**src/rtl/alu_pkg.sv**
```systemverilog
//----------------------------------------------------------------------------
// alu_pkg : opcode and FSM state encodings shared by the multi-cycle ALU.
// Revision: 1.0
//----------------------------------------------------------------------------
`default_nettype none

package alu_pkg;

  localparam int ALU_OP_W = 4;

  typedef enum logic [ALU_OP_W-1:0] {
    ALU_ADD  = 4'b0000,
    ALU_NOT  = 4'b0001,
    ALU_AND  = 4'b0010,
    ALU_OR   = 4'b0011,
    ALU_SRL  = 4'b0100,
    ALU_SLL  = 4'b0101,
    ALU_BEQZ = 4'b0110,
    ALU_BNEZ = 4'b0111,
    ALU_XOR  = 4'b1000,
    ALU_SUB  = 4'b1001,
    ALU_MUL  = 4'b1010
  } alu_op_e;

  typedef enum logic [1:0] {
    IDLE = 2'd0,
    EXEC = 2'd1,
    DONE = 2'd2
  } alu_state_e;

endpackage

`default_nettype wire

```
**src/rtl/alu_mul_iter.sv**
```systemverilog
//----------------------------------------------------------------------------
// alu_mul_iter : unsigned shift-add multiplier, one multiplier bit per cycle.
// Revision: 1.0
//----------------------------------------------------------------------------
`default_nettype none

module alu_mul_iter #(
  parameter int WIDTH = 16
) (
  input  logic               clk,
  input  logic               rst_n,
  input  logic               start,
  input  logic [WIDTH-1:0]   a,
  input  logic [WIDTH-1:0]   b,
  output logic               done,
  output logic [2*WIDTH-1:0] product
);

  localparam int CNT_W = $clog2(WIDTH);

  logic [2*WIDTH-1:0] acc;
  logic [2*WIDTH-1:0] mcand;
  logic [2*WIDTH-1:0] acc_next;
  logic [WIDTH-1:0]   mplier;
  logic [CNT_W-1:0]   count;
  logic               busy;

  // The last partial product is folded in combinationally so the result is
  // ready on the same edge that retires the final bit.
  assign acc_next = mplier[0] ? (acc + mcand) : acc;
  assign done     = busy && (count == CNT_W'(WIDTH-1));
  assign product  = acc_next;

  always_ff @(posedge clk or negedge rst_n) begin
    if (!rst_n) begin
      acc    <= '0;
      mcand  <= '0;
      mplier <= '0;
      count  <= '0;
      busy   <= 1'b0;
    end else if (start) begin
      acc    <= '0;
      mcand  <= {{WIDTH{1'b0}}, a};
      mplier <= b;
      count  <= '0;
      busy   <= 1'b1;
    end else if (busy) begin
      acc    <= acc_next;
      mcand  <= mcand << 1;
      mplier <= mplier >> 1;
      if (done) begin
        busy <= 1'b0;
      end else begin
        count <= count + CNT_W'(1);
      end
    end
  end

endmodule

`default_nettype wire

```
**src/rtl/alu_mc.sv**
```systemverilog
//----------------------------------------------------------------------------
// alu_mc : multi-cycle ALU with valid/ready handshakes and registered results.
// Optional iterative multiply enabled by defining ALU_MUL_EN.
// Revision: 1.0
//----------------------------------------------------------------------------
`default_nettype none

module alu_mc
  import alu_pkg::*;
#(
  parameter int WIDTH = 16
) (
  input  logic                clk,
  input  logic                rst_n,
  input  logic                in_valid,
  output logic                in_ready,
  input  logic [WIDTH-1:0]    a,
  input  logic [WIDTH-1:0]    b,
  input  logic [ALU_OP_W-1:0] s,
  output logic                out_valid,
  input  logic                out_ready,
  output logic [WIDTH-1:0]    f,
  output logic                ovf,
  output logic                take_branch,
  output logic                zero
);

  localparam int SHAMT_W = $clog2(WIDTH);
  localparam int MSB     = WIDTH - 1;

  alu_state_e         state;
  alu_state_e         state_next;
  logic               accept;
  logic               is_mul;
  logic [WIDTH-1:0]   sum;
  logic [WIDTH-1:0]   diff;
  logic [SHAMT_W-1:0] shamt;
  logic               overshift;
  logic [WIDTH-1:0]   f_calc;
  logic               ovf_calc;
  logic               br_calc;

`ifdef ALU_MUL_EN
  logic               mul_start;
  logic               mul_done;
  logic [2*WIDTH-1:0] mul_product;

  assign is_mul    = (alu_op_e'(s) == ALU_MUL);
  assign mul_start = accept && is_mul;

  alu_mul_iter #(
    .WIDTH (WIDTH)
  ) u_mul (
    .clk     (clk),
    .rst_n   (rst_n),
    .start   (mul_start),
    .a       (a),
    .b       (b),
    .done    (mul_done),
    .product (mul_product)
  );
`else
  assign is_mul = 1'b0;
`endif

  always_ff @(posedge clk or negedge rst_n) begin
    if (!rst_n) begin
      state <= IDLE;
    end else begin
      state <= state_next;
    end
  end

  always_comb begin
    state_next = state;
    case (state)
      IDLE: if (accept) state_next = is_mul ? EXEC : DONE;
`ifdef ALU_MUL_EN
      EXEC: if (mul_done) state_next = DONE;
`endif
      DONE: begin
        if (out_ready) begin
          if (in_valid) state_next = is_mul ? EXEC : DONE;
          else          state_next = IDLE;
        end
      end
      default: state_next = IDLE;
    endcase
  end

  always_comb begin
    in_ready  = (state == IDLE) || ((state == DONE) && out_ready);
    out_valid = (state == DONE);
    accept    = in_valid && in_ready;
  end

  assign sum       = a + b;
  assign diff      = a - b;
  assign shamt     = b[SHAMT_W-1:0];
  assign overshift = (b >= WIDTH'(WIDTH));

  always_comb begin
    f_calc   = '0;
    ovf_calc = 1'b0;
    br_calc  = 1'b0;
    case (alu_op_e'(s))
      ALU_ADD: begin
        f_calc   = sum;
        ovf_calc = (a[MSB] == b[MSB]) && (sum[MSB] != a[MSB]);
      end
      ALU_NOT:  f_calc = ~b;
      ALU_AND:  f_calc = a & b;
      ALU_OR:   f_calc = a | b;
      ALU_SRL:  f_calc = overshift ? '0 : (a >> shamt);
      ALU_SLL:  f_calc = overshift ? '0 : (a << shamt);
      ALU_BEQZ: br_calc = (a == '0);
      ALU_BNEZ: br_calc = (a != '0);
      ALU_XOR:  f_calc = a ^ b;
      ALU_SUB: begin
        f_calc   = diff;
        ovf_calc = (a[MSB] != b[MSB]) && (diff[MSB] != a[MSB]);
      end
      default: ;
    endcase
  end

  // Result registers only move on a one-cycle accept or multiply completion,
  // so a stalled DONE keeps f and flags stable.
  always_ff @(posedge clk or negedge rst_n) begin
    if (!rst_n) begin
      f           <= '0;
      ovf         <= 1'b0;
      take_branch <= 1'b0;
      zero        <= 1'b0;
    end else if (accept && !is_mul) begin
      f           <= f_calc;
      ovf         <= ovf_calc;
      take_branch <= br_calc;
      zero        <= (f_calc == '0);
    end
`ifdef ALU_MUL_EN
    else if (mul_done) begin
      f           <= mul_product[WIDTH-1:0];
      ovf         <= |mul_product[2*WIDTH-1:WIDTH];
      take_branch <= 1'b0;
      zero        <= (mul_product[WIDTH-1:0] == '0);
    end
`endif
  end

endmodule

`default_nettype wire
```
**config.mk**
```make
export PLATFORM = sky130hd
export DESIGN_NAME = alu_mc
export DESIGN_NICKNAME = d
export VERILOG_FILES = /design/src/rtl/alu_pkg.sv /design/src/rtl/alu_mul_iter.sv /design/src/rtl/alu_mc.sv
export SDC_FILE = /design/constraint.sdc
export NUM_CORES = 1
export LEC_CHECK = 0
export ABC_AREA = 1
export ABC_CLOCK_PERIOD_IN_PS = 2100
export BUFFER_PORTS_ARGS = -buffer_cell sky130_fd_sc_hd__buf_2
export CAP_MARGIN = 20
export CORE_ASPECT_RATIO = 1.75
export CORE_MARGIN = 8
export CORE_UTILIZATION = 30
export DETAILED_ROUTE_END_ITERATION = 10
export GPL_TIMING_DRIVEN = 0
export REMOVE_ABC_BUFFERS = 1
export SLEW_MARGIN = 20
export SYNTH_ARGS = -nofsm -noshare
export SYNTH_HDL_FRONTEND = slang
export SYNTH_HIERARCHICAL = 1
export SYNTH_SLANG_ARGS = --single-unit
```
**constraint.sdc**
```tcl
create_clock -name clk -period 2.1 [get_ports clk]
set_clock_uncertainty 0.05 [all_clocks]
set_input_delay 0.42 -clock clk [delete_from_list [all_inputs] [get_ports clk]]
set_output_delay 0.42 -clock clk [all_outputs]
set_load 0.05 [all_outputs]
```
==> results of run 1 <==
==> state kept, by name, summed over array words and instances (netlist names) <==
| name | cells |
|---|---|
| zero | 1 |
| state | 1 |
| ovf | 1 |
| f | 16 |
| take_branch | 1 |
==> worst paths after layout <==
kind | start | to | slack [ns] | cells after the start
max in group asynchronous | rst_n | state[1] | 1.63 | 1
worst max register to register | state[1] | take_branch | 0.28 | 5
worst min register to register | zero | zero | 0.43 | 2
min in group clk | out_ready | state[1] | 0.41 | 4
worst max-delay path | a[0] | zero | -0.19 | 16
worst min-delay path | rst_n | f[6] | 0.06 | 1
==> kinds of logic after synthesis <==
logic type	count (synthesis)	share of synthesized area, %
simple gates	642	53.6
buf+inv	158	12.7
compound gates	89	10.6
fa+ha+maj	52	13.1
flops	20	9.88
xor+xnor	1	0.173
==> per-layer routing <==
metal	share of wire [%]	vias to the layer above	global-route usage, %
met5	0	-	0
met4	10	0	19.2
met3	5.6	133	2.54
met2	51	320	38.8
met1	33	3053	21.0
li1	-	3252	-
==> power by group through the flow <==
stage	logic, mW	clock network (mW)	registers [mW]
final	1.70	0.385	0.469
after global routing	1.84	0.412	0.475
after CTS	1.55	0.387	0.469
after detailed placement	1.33	0	0.475
after global placement	1.33	0	0.474
after floorplan	0.726	0	0.657
==> area by class of cell <==
type                    count  area, sq um  area share [%]
clock buffers               3         75.1            1.12
inverters                 126          553            8.22
multi-input cells         784         4540            67.5
flip-flops and latches     20          500            7.44
well taps                 227          284            4.22
repair buffers            104          776            11.5
==> timing repair <==
| action | 4_1_cts | 5_1_grt |
|---|---|---|
| gates cloned | 2 | 0 |
| endpoints found under the setup margin | 19 | 15 |
| gates resized for setup | 148 | 72 |
| buffers inserted | 23 | 19 |
| pin swaps | 29 | 20 |
| endpoints found under the hold margin | 0 | 0 |
==> layout by cell type (no fill, tap or decap), types with 4 or more instances in the layout <==
cell type / synthesis / final
sky130_fd_sc_hd__nor2_4: 2 / 12
sky130_fd_sc_hd__nand3_2: 1 / 18
sky130_fd_sc_hd__inv_1: 119 / 86
sky130_fd_sc_hd__buf_4: 2 / 41
sky130_fd_sc_hd__dfrtp_1: 20 / 20
sky130_fd_sc_hd__a21oi_2: 4 / 9
sky130_fd_sc_hd__nand4_1: 18 / 18
sky130_fd_sc_hd__o21ai_0: 22 / 18
sky130_fd_sc_hd__o22ai_1: 14 / 14
sky130_fd_sc_hd__clkinvlp_4: 0 / 6
sky130_fd_sc_hd__and2_1: 4 / 4
sky130_fd_sc_hd__nor2_1: 105 / 81
sky130_fd_sc_hd__nand2_2: 2 / 24
sky130_fd_sc_hd__nand2_1: 351 / 324
sky130_fd_sc_hd__a21oi_1: 24 / 16
sky130_fd_sc_hd__inv_4: 0 / 7
sky130_fd_sc_hd__buf_2: 20 / 53
sky130_fd_sc_hd__nand3_1: 141 / 123
sky130_fd_sc_hd__a31oi_1: 8 / 8
sky130_fd_sc_hd__ha_4: 0 / 16
sky130_fd_sc_hd__inv_2: 6 / 22
sky130_fd_sc_hd__nor2_2: 5 / 19
sky130_fd_sc_hd__ha_1: 50 / 34
sky130_fd_sc_hd__nand2_4: 1 / 6
==> PnR_summary.wiki, run 1 <==
{| class="wikitable"
! Metric !! Value
|-
| Count of vias placed by the detailed router || approximately 6,800
|-
| Port bufs || 60
|-
| Count of nets left with antenna violations after detail routing || 0
|-
| Min Hold Slack || roughly 0.059 ns
|-
| Crit path top cell by count || sky130_fd_sc_hd__nor2_1
|-
| DP HPWL || 17.9 mm
|-
| Std-Cell Rows || 63
|-
| Total of endpoints with negative setup slack in the final report || 3
|-
| Most numerous cell types in the synthesized netlist || sky130_fd_sc_hd__nand2_1, sky130_fd_sc_hd__nand3_1, sky130_fd_sc_hd__inv_1, sky130_fd_sc_hd__nor2_1, sky130_fd_sc_hd__ha_1
|-
| Total routed wirelength || 23.6 mm
|-
| Vias per cell || 5.35
|-
| Worst setup path class || primary input to flop
|-
| Width of the die || about 110 um
|-
| Flip-flop cell with the highest count after synthesis || sky130_fd_sc_hd__dfrtp_1
|-
| Fin. max-slew vios || 0
|-
| Initial Utilization || 30.3%
|-
| Fraction of the yosys area taken by sequential cells || 9.88%
|-
| Tot Pwr || 2.55 mW
|-
| Post-synth design cell area || 0.00506 sq mm
|-
| Number of antenna diodes || 0
|-
| Die Y || 188 um
|-
| Worst-Margin Slew || roughly 0.58 ns
|-
| Number of cells in the finished layout apart from fillers || 1,264
|-
| Power per Cell Area || between 300 and 400 mW/mm^2
|-
| Vias in the first global route || ~6,700
|-
| Minimum setup slack in the final design || -0.189 ns
|-
| Placed cell count || 1,217
|-
| Crit share post-route || 109%
|-
| Number of max-cap violations || 0
|-
| Avg WL per Cell || 18.7 um
|-
| Buf+Inv Stages, Crit Path || 3
|-
| Hold violation count in the final report || 0
|-
| Number of flops mapped to enable cells by yosys || 0
|-
| Number of antenna violations at the first check in global routing || 0
|-
| Register share of total power || between 15 and 20%
|-
| RD Place Congestion || approximately 1
|-
| Remaining DRCs || 0
|-
| Synthesized flop and latch total || 20
|-
| Worst setup EP type || flop
|-
| Number of library cell types mapped by synthesis || 42
|-
| Max Clk Rate || around 0.44 GHz
|-
| Family of cells with the greatest summed delay on the critical path || simple AND/OR/NAND/NOR gates
|-
| Share of final-layout standard cells stronger than drive strength 1 || 25.7%
|-
| Number of filler cells placed in the layout || 1,855
|-
| Global-route wire length before repair || 35.6 mm
|-
| Net count, final || about 1,100
|-
| Count of TritonRoute iterations in the first routing pass || 5
|-
| Post-Synthesis Cells || 962
|-
| Average cell area after synthesis || 5.26 sq um
|-
| CTS buffer count || 3
|-
| Max stage delay on crit path || 0.36 ns
|-
| Dominant cell type by area after synthesis || sky130_fd_sc_hd__nand2_1
|-
| Design area || 0.00673 sq mm
|-
| Maximum number of pins on one net before global-route repair || 36
|-
| Outcome || finished, violations left
|-
| Max VDD drop || 0.258 mV
|-
| CTS tree || done
|-
| Arr. time, crit path || 2.43 ns
|-
| Crit path cell chain || buf_6 -> inv_4 -> ha_4 -> inv_2 -> fa_2 -> nor2_1 -> nor2_1 -> a22oi_1 -> nand4_1 -> nor2_1 -> nand2_1 -> nor2_1 -> nand2_1 -> nor2_1 -> nand2_1 -> nand2_1
|-
| Share of power burned in combinational logic || 66.5%
|-
| Global-route usage over all layers || a little over a fifth
|-
| Worst slack at placement || -1.48 ns
|-
| Switching power total || 1.31 mW
|-
| Clk pwr share || 15.1%
|-
| Number of top-level design ports || 61
|-
| H-tree depth reported by CTS || 1
|-
| CTS clock-pin slew for the worst setup and hold paths || 0.05 ns
|-
| Violation count after the first detailed-routing iteration || 517
|-
| Largest buffer count on any clock path || 2
|-
| Violations in the final reports || setup timing
|-
| Die area || 0.0215 sq mm
|-
| Setup repair after global routing missed its margin || yes
|-
| Placement Cell Area || between 0.005 and 0.006 sq mm
|-
| Internal Dissipation || approximately 1.2 mW
|-
| Largest driver fanout on the critical path || 3
|-
| Class of the tightest hold or removal check || primary input to asynchronous set/reset pin
|-
| Static leakage || roughly 3.5 nW
|-
| Slowest cell on crit path || sky130_fd_sc_hd__fa_2
|-
| Tmin final || 2.29 ns
|-
| Sum of negative setup slack || -0.368 ns
|-
| Critical path launch point type || primary input
|-
| Core Footprint || 0.0167 sq mm
|-
| Most frequently used cell type in the post-synthesis netlist || sky130_fd_sc_hd__nand2_1
|-
| Fraction of power spent switching nets || 51.3%
|-
| Root Buffer || sky130_fd_sc_hd__clkbuf_16
|-
| TritonCTS sink count || 20
|-
| Share of synthesized flip-flops with an asynchronous set or reset || between 90% and 100%
|-
| Area fraction of the dominant cell type after synthesis || 26.0%
|-
| Growth of design area from synthesis to finish || 32.8%
|-
| Number of warning messages in the yosys log || 6
|-
| Headroom to the max-slew limit || just over 60%
|-
| Largest cells by area after synthesis || sky130_fd_sc_hd__nand2_1, sky130_fd_sc_hd__nand3_1, sky130_fd_sc_hd__ha_1
|-
| CP Data Required Time || 2.24 ns
|-
| Clock insertion delay at the later pin of the skew report || 0.25 ns
|-
| Total global routing overflow || 0
|-
| Post-Route Utilization || around two fifths
|-
| Post-cts hold buffer count || 0
|}
Note: power is estimated with default switching activity, not from simulation.
==> run 2, diff against run 1 <==
--- a/config.mk
+++ b/config.mk
@@ -12,8 +12,10 @@
 export CORE_ASPECT_RATIO = 1.75
 export CORE_MARGIN = 8
 export CORE_UTILIZATION = 30
+export CTS_CLUSTER_DIAMETER = 30
 export DETAILED_ROUTE_END_ITERATION = 10
 export GPL_TIMING_DRIVEN = 0
+export PLACE_DENSITY = 0.5
 export REMOVE_ABC_BUFFERS = 1
 export SLEW_MARGIN = 20
 export SYNTH_ARGS = -nofsm -noshare
==> constraint.sdc (replaced) <==
create_clock -name clk -period 2.1 [get_ports clk]
set_clock_uncertainty 0.05 [all_clocks]
set_input_delay 0.105 -clock clk [delete_from_list [all_inputs] [get_ports clk]]
set_output_delay 0.105 -clock clk [all_outputs]
set_load 0.05 [all_outputs]
==> PnR_summary.wiki, run 2 (synthesis gave the netlist of run 1 again) <==
{| class="wikitable"
! Metric !! Value
|-
| Slowest cell on crit path || sky130_fd_sc_hd__nor2_1
|-
| R2R Path Start || state[1]
|-
| Class of the tightest hold or removal check || primary input to flop
|-
| Placed cell count || 1,218
|-
| Total of endpoints with negative setup slack in the final report || 0
|-
| Minimum setup slack in the final design || 0.0989 ns
|-
| Std-Cell Rows || 63
|-
| CTS clock-pin slew for the worst setup and hold paths || 0.05 ns
|-
| Number of cells in the finished layout apart from fillers || 1,261
|-
| RD Place Congestion || 0.962
|-
| Hold EP || state[1]
|-
| Flip-flop count of the largest register after layout || 16
|-
| Crit share post-route || roughly 95%
|-
| FF-to-FF setup slack || 0.31 ns
|-
| Source of the worst hold timing path || out_ready
|-
| Outcome || complete, no violations
|-
| Global-route wire length before repair || 35.3 mm
|-
| Number of antenna diodes || 0
|-
| Total routed wirelength || 23.8 mm
|-
| Worst setup path class || primary input to flop
|-
| Largest buffer count on any clock path || 2
|-
| Share of final-layout standard cells stronger than drive strength 1 || 22.7%
|-
| Maximum number of pins on one net before global-route repair || 36
|-
| Worst hold path cell count || 4
|-
| Number of max-cap violations || 0
|-
| Violation count after the first detailed-routing iteration || about 420
|-
| Fin. max-slew vios || 0
|-
| Initial Utilization || between 30% and 40%
|-
| Hold violation count in the final report || 0
|-
| Static leakage || between 3 and 4 nW
|-
| Most common library cell in the layout ignoring fill and taps || sky130_fd_sc_hd__nand2_1
|-
| Vias in the first global route || 6,532
|-
| CTS tree || done
|-
| Worst Reg-to-Reg Cells || 9
|-
| TritonCTS sink count || 20
|-
| FF-to-FF End || zero
|-
| Crit path top cell by count || sky130_fd_sc_hd__nand2_1
|-
| Power per Cell Area || 379 mW/mm^2
|-
| Headroom to the max-slew limit || 44.9%
|-
| Clock insertion delay at the later pin of the skew report || 0.25 ns
|-
| Max VDD drop || approximately 0.33 mV
|-
| Arr. time, crit path || ~2.1 ns
|-
| Max Clk Rate || around 0.50 GHz
|-
| Critical path launch point type || primary input
|-
| Global-route usage over all layers || 21.2%
|-
| Worst-Margin Slew || 0.823 ns
|-
| Root Buffer || sky130_fd_sc_hd__clkbuf_16
|-
| Net count, final || 1,128
|-
| Crit path cell chain || buf_2 -> nor2_2 -> inv_1 -> nor2_1 -> a22oi_1 -> nand4_1 -> nor2_4 -> nand2_1 -> nor2_1 -> nand2_1 -> nor2_1 -> nand2_1 -> nand2_1
|-
| DP HPWL || about 19 mm
|-
| Avg WL per Cell || 18.8 um
|-
| Port bufs || 60
|-
| Growth of design area from synthesis to finish || 29.7%
|-
| Core Footprint || 0.0167 sq mm
|-
| Worst setup EP type || flop
|-
| Max stage delay on crit path || 0.63 ns
|-
| Vias per cell || 5.24
|-
| Remaining DRCs || 0
|-
| Count of TritonRoute iterations in the first routing pass || 4
|-
| Tmin final || 2.00 ns
|-
| Total global routing overflow || 0
|-
| Width of the die || 114 um
|-
| Count of vias placed by the detailed router || 6,604
|-
| Commonest non-fill, non-tap cells in the layout || sky130_fd_sc_hd__nand2_1, sky130_fd_sc_hd__nand3_1, sky130_fd_sc_hd__inv_1, sky130_fd_sc_hd__nor2_1, sky130_fd_sc_hd__buf_2
|-
| Die area || 0.0215 sq mm
|-
| Count of nets left with antenna violations after detail routing || 0
|-
| Top reg by flops || f
|-
| Worst slack at placement || -1.15 ns
|-
| Die Y || about 190 um
|-
| Number of top-level design ports || 61
|-
| Number of antenna violations at the first check in global routing || 0
|-
| H-tree depth reported by CTS || 1
|-
| CTS buffer count || 3
|-
| Largest driver fanout on the critical path || 7
|-
| CP Data Required Time || 2.19 ns
|}
-- run 2: repair_timing --
item,4_1_cts,5_1_grt
gates cloned,0,3
setup endpoints to repair,17,5
setup buffers,12,24
hold buffers,1,0
endpoints found under the hold margin,20,0
resized for setup,72,96
pin swaps,5,33
-- run 2: how the worst max path moves through the flow --
| stage | from | endpoint | slack, ns | depth (start not counted) |
|---|---|---|---|---|
| after global placement | b[1] | zero | -1.16 | 18 |
| final | s[0] | zero | 0.1 | 13 |
| after CTS | a[0] | zero | 0.0004 | 20 |
| after detailed placement | b[1] | zero | -1.15 | 18 |
| after floorplan | state[1] | zero | -0.27 | 9 |
| after global routing | a[0] | zero | -0.04 | 16 |
-- run 2: metrics by stage --
stage	power (mW)	instance area (sq um)	hold WS [ns]	TNS, ns	util, %
after global routing	2.67	6570	0.129	-0.0425	39.3
after CTS	2.31	5960	0.0962	0	35.7
after floorplan	1.38	4900	-0.241	-1.13	-
after global placement	1.82	5480	0.0301	-14.07	32.8
after detailed placement	1.82	5500	0.0307	-13.77	32.9
final	2.49	6570	0.0973	0	39.3
-- run 2: worst max-delay path: cells and delay by family --
kind	cells	cell delay [ns]
and+or+nand+nor	10	1.56
AOI/OAI and AO/OA	1	0.22
buffers and inverters	2	0.21
-- run 2: where the power goes --
group / total (mW) / switching (mW) / internal (mW)
Combinational: 1.64 / 1.12 / 0.525
Sequential: 0.468 / 0.0297 / 0.438
Clock: 0.383 / 0.132 / 0.251
-- run 2: layout make-up --
| cell class | count | area [sq um] |
|---|---|---|
| clock buffers | 3 | 75.1 |
| multi-input cells | 784 | 4420 |
| well taps | 227 | 284 |
| repair buffers | 101 | 751 |
| inverters | 126 | 542 |
| fillers | 1968 | 10100 |
| flip-flops and latches | 20 | 500 |
-- run 2: metal layers --
metal / GRT usage [%] / up-vias / part of all wire [%]
met5: 0 / - / 0
met4: 15.2 / 0 / 7.7
met3: 1.74 / 77 / 4.2
met2: 40.0 / 235 / 53
met1: 20.9 / 3055 / 35
li1: - / 3237 / -
==> run 3, diff against run 2 <==
--- a/config.mk
+++ b/config.mk
@@ -9,7 +9,7 @@
 export ABC_CLOCK_PERIOD_IN_PS = 2100
 export BUFFER_PORTS_ARGS = -buffer_cell sky130_fd_sc_hd__buf_2
 export CAP_MARGIN = 20
-export CORE_ASPECT_RATIO = 1.75
+export CORE_ASPECT_RATIO = 0.8
 export CORE_MARGIN = 8
 export CORE_UTILIZATION = 30
 export CTS_CLUSTER_DIAMETER = 30
==> PnR_summary.wiki, run 3 (synthesis gave the netlist of run 1 again) <==
{| class="wikitable"
! Metric !! Value
|-
| Largest driver fanout on the critical path || 12
|-
| Number of max-cap violations || 0
|-
| Tmin final || 1.99 ns
|-
| Power per Cell Area || 405 mW/mm^2
|-
| Share of final-layout standard cells stronger than drive strength 1 || 19.3%
|-
| TritonCTS sink count || 20
|-
| Net count, final || 1,106
|-
| Vias per cell || 5.22
|-
| Avg WL per Cell || 17.1 um
|-
| Fin. max-slew vios || 0
|-
| Flip-flop count of the largest register after layout || 16
|-
| Violation count after the first detailed-routing iteration || between 700 and 800
|-
| CTS tree || done
|-
| Max Clk Rate || approximately 0.5 GHz
|-
| Global-route usage over all layers || 18.1%
|-
| CTS clock-pin slew for the worst setup and hold paths || ~0.060 ns
|-
| Remaining DRCs || 0
|-
| Core Footprint || 0.0166 sq mm
|-
| Max VDD drop || between 0.3 and 0.4 mV
|-
| Critical path launch point type || primary input
|-
| Static leakage || 3.31 nW
|-
| Die area || around 0.021 sq mm
|-
| CTS buffer count || 3
|-
| Total global routing overflow || 0
|-
| Hold violation count in the final report || 0
|-
| Clock insertion delay at the later pin of the skew report || roughly 0.25 ns
|-
| Number of antenna violations at the first check in global routing || 0
|-
| Most common library cell in the layout ignoring fill and taps || sky130_fd_sc_hd__nand2_1
|-
| Outcome || complete, no violations
|-
| H-tree depth reported by CTS || 1
|-
| Tot Pwr || 2.54 mW
|-
| Placed cell count || 1,210
|-
| Total of endpoints with negative setup slack in the final report || 0
|-
| Worst setup path class || primary input to flop
|-
| Number of antenna diodes || 0
|-
| Crit share post-route || 94.8%
|-
| Total routed wirelength || 21.0 mm
|-
| Count of vias placed by the detailed router || about 6,400
|-
| Number of cells in the finished layout apart from fillers || 1,233
|-
| Number of top-level design ports || 61
|-
| Class of the tightest hold or removal check || primary input to flop
|-
| DP HPWL || 16.8 mm
|-
| Root Buffer || sky130_fd_sc_hd__clkbuf_16
|-
| Growth of design area from synthesis to finish || 23.8%
|-
| Std-Cell Rows || 42
|-
| Maximum number of pins on one net before global-route repair || 36
|-
| Largest buffer count on any clock path || 2
|-
| Count of TritonRoute iterations in the first routing pass || 6
|-
| Initial Utilization || between 30% and 40%
|-
| Die Y || 132 um
|-
| Min Hold Slack || around 0.097 ns
|-
| Placement Cell Area || 0.00547 sq mm
|-
| Design area || 0.00627 sq mm
|-
| Port bufs || 60
|-
| Width of the die || 161 um
|-
| Vias in the first global route || 5,558
|-
| Worst setup EP type || flop
|-
| Worst-Margin Slew || 0.940 ns
|-
| Count of nets left with antenna violations after detail routing || 0
|-
| Arr. time, crit path || 2.09 ns
|-
| CP Data Required Time || 2.20 ns
|-
| Global-route wire length before repair || around 31 mm
|-
| Headroom to the max-slew limit || 37.2%
|-
| Commonest non-fill, non-tap cells in the layout || sky130_fd_sc_hd__nand2_1, sky130_fd_sc_hd__nand3_1, sky130_fd_sc_hd__inv_1, sky130_fd_sc_hd__nor2_1, sky130_fd_sc_hd__buf_2
|-
| Area taken by flip-flops and latches || about 500 sq um
|-
| Area occupied by multi-input gates || roughly 0.0044 sq mm
|-
| RD Place Congestion || 0.955
|-
| Top reg by flops || f
|-
| Number of filler cells placed in the layout || 1,879
|}
[run 3: changes by cell type in the layout (fill, tap and decap cells not counted), sizes merged]
cell      previous run  this run
clkinvlp            11         6
buf                 96        75
clkinv               1         0
inv                114       121
bufinv               0         1
clkbuf               7         5
[run 3: path summary, 6_finish.rpt]
kind                       cells after the start         from          end  slack, ns
max                                           15         s[2]         zero       0.11
min                                            4    out_ready     state[1]        0.1
max reg2reg                                    9     state[1]         zero       0.34
min reg2reg                                    2  take_branch  take_branch       0.42
max in group asynchronous                      2        rst_n         f[9]       1.42
min in group asynchronous                      2        rst_n  take_branch       0.27
[run 3: where the power goes]
group	leakage (nW)	internal, mW	switching [mW]
Combinational	3.01	0.480	1.07
Sequential	0.257	0.438	0.0280
Clock	0.0511	0.378	0.145
Total	3.31	1.30	1.24
[run 3: metrics by stage]
step	util [%]	TNS [ns]	worst slack, ns
global route	37.9	-0.0252	-0.0252
detailed placement	33.1	-12.23	-1.09
CTS	34.8	0	0.00155
finish	37.9	0	0.109
global placement	33.1	-12.62	-1.10
floorplan	-	-1.13	-0.267
[run 3: final cells by class]
| class | count | area share (%) |
|---|---|---|
| tap | 220 | 4.39 |
| timing repair inverter | 1 | 0.0798 |
| timing repair buffer | 78 | 8.08 |
| sequential | 20 | 7.98 |
| clock buffer | 3 | 1.20 |
| inverter | 126 | 8.24 |
| multi-input combinational | 784 | 69.6 |
| clock inverter | 1 | 0.479 |
[run 3: timing repair]
action	4_1_cts	5_1_grt
hold buffers	1	0
gates cloned	0	2
endpoints found under the hold margin	20	0
resized for setup	53	90
endpoints found under the setup margin	17	6
buffers inserted	0	16
pin swaps	2	21
[run 3: critical path: stages]
cell	delay [ns]
sky130_fd_sc_hd__buf_2	0.11
sky130_fd_sc_hd__inv_1	0.06
sky130_fd_sc_hd__nor2_2	0.23
sky130_fd_sc_hd__nand2_1	0.14
sky130_fd_sc_hd__nor2_2	0.39
sky130_fd_sc_hd__nand2_1	0.09
sky130_fd_sc_hd__and2_1	0.19
sky130_fd_sc_hd__nand2_1	0.06
sky130_fd_sc_hd__nand3_1	0.23
sky130_fd_sc_hd__nand3_1	0.22
sky130_fd_sc_hd__nor2_2	0.07
sky130_fd_sc_hd__nand2_1	0.07
sky130_fd_sc_hd__nor2_1	0.04
sky130_fd_sc_hd__nand2_1	0.05
sky130_fd_sc_hd__nand2_1	0.04
[run 3: metal layers]
metal | track usage (%) | part of all wire [%] | vias to the layer above
li1 | - | - | 3197
met1 | 27.6 | 48 | 2935
met2 | 26.0 | 41 | 291
met3 | 2.93 | 10 | 14
met4 | 3.13 | 1.4 | 0
met5 | 0 | 0 | -
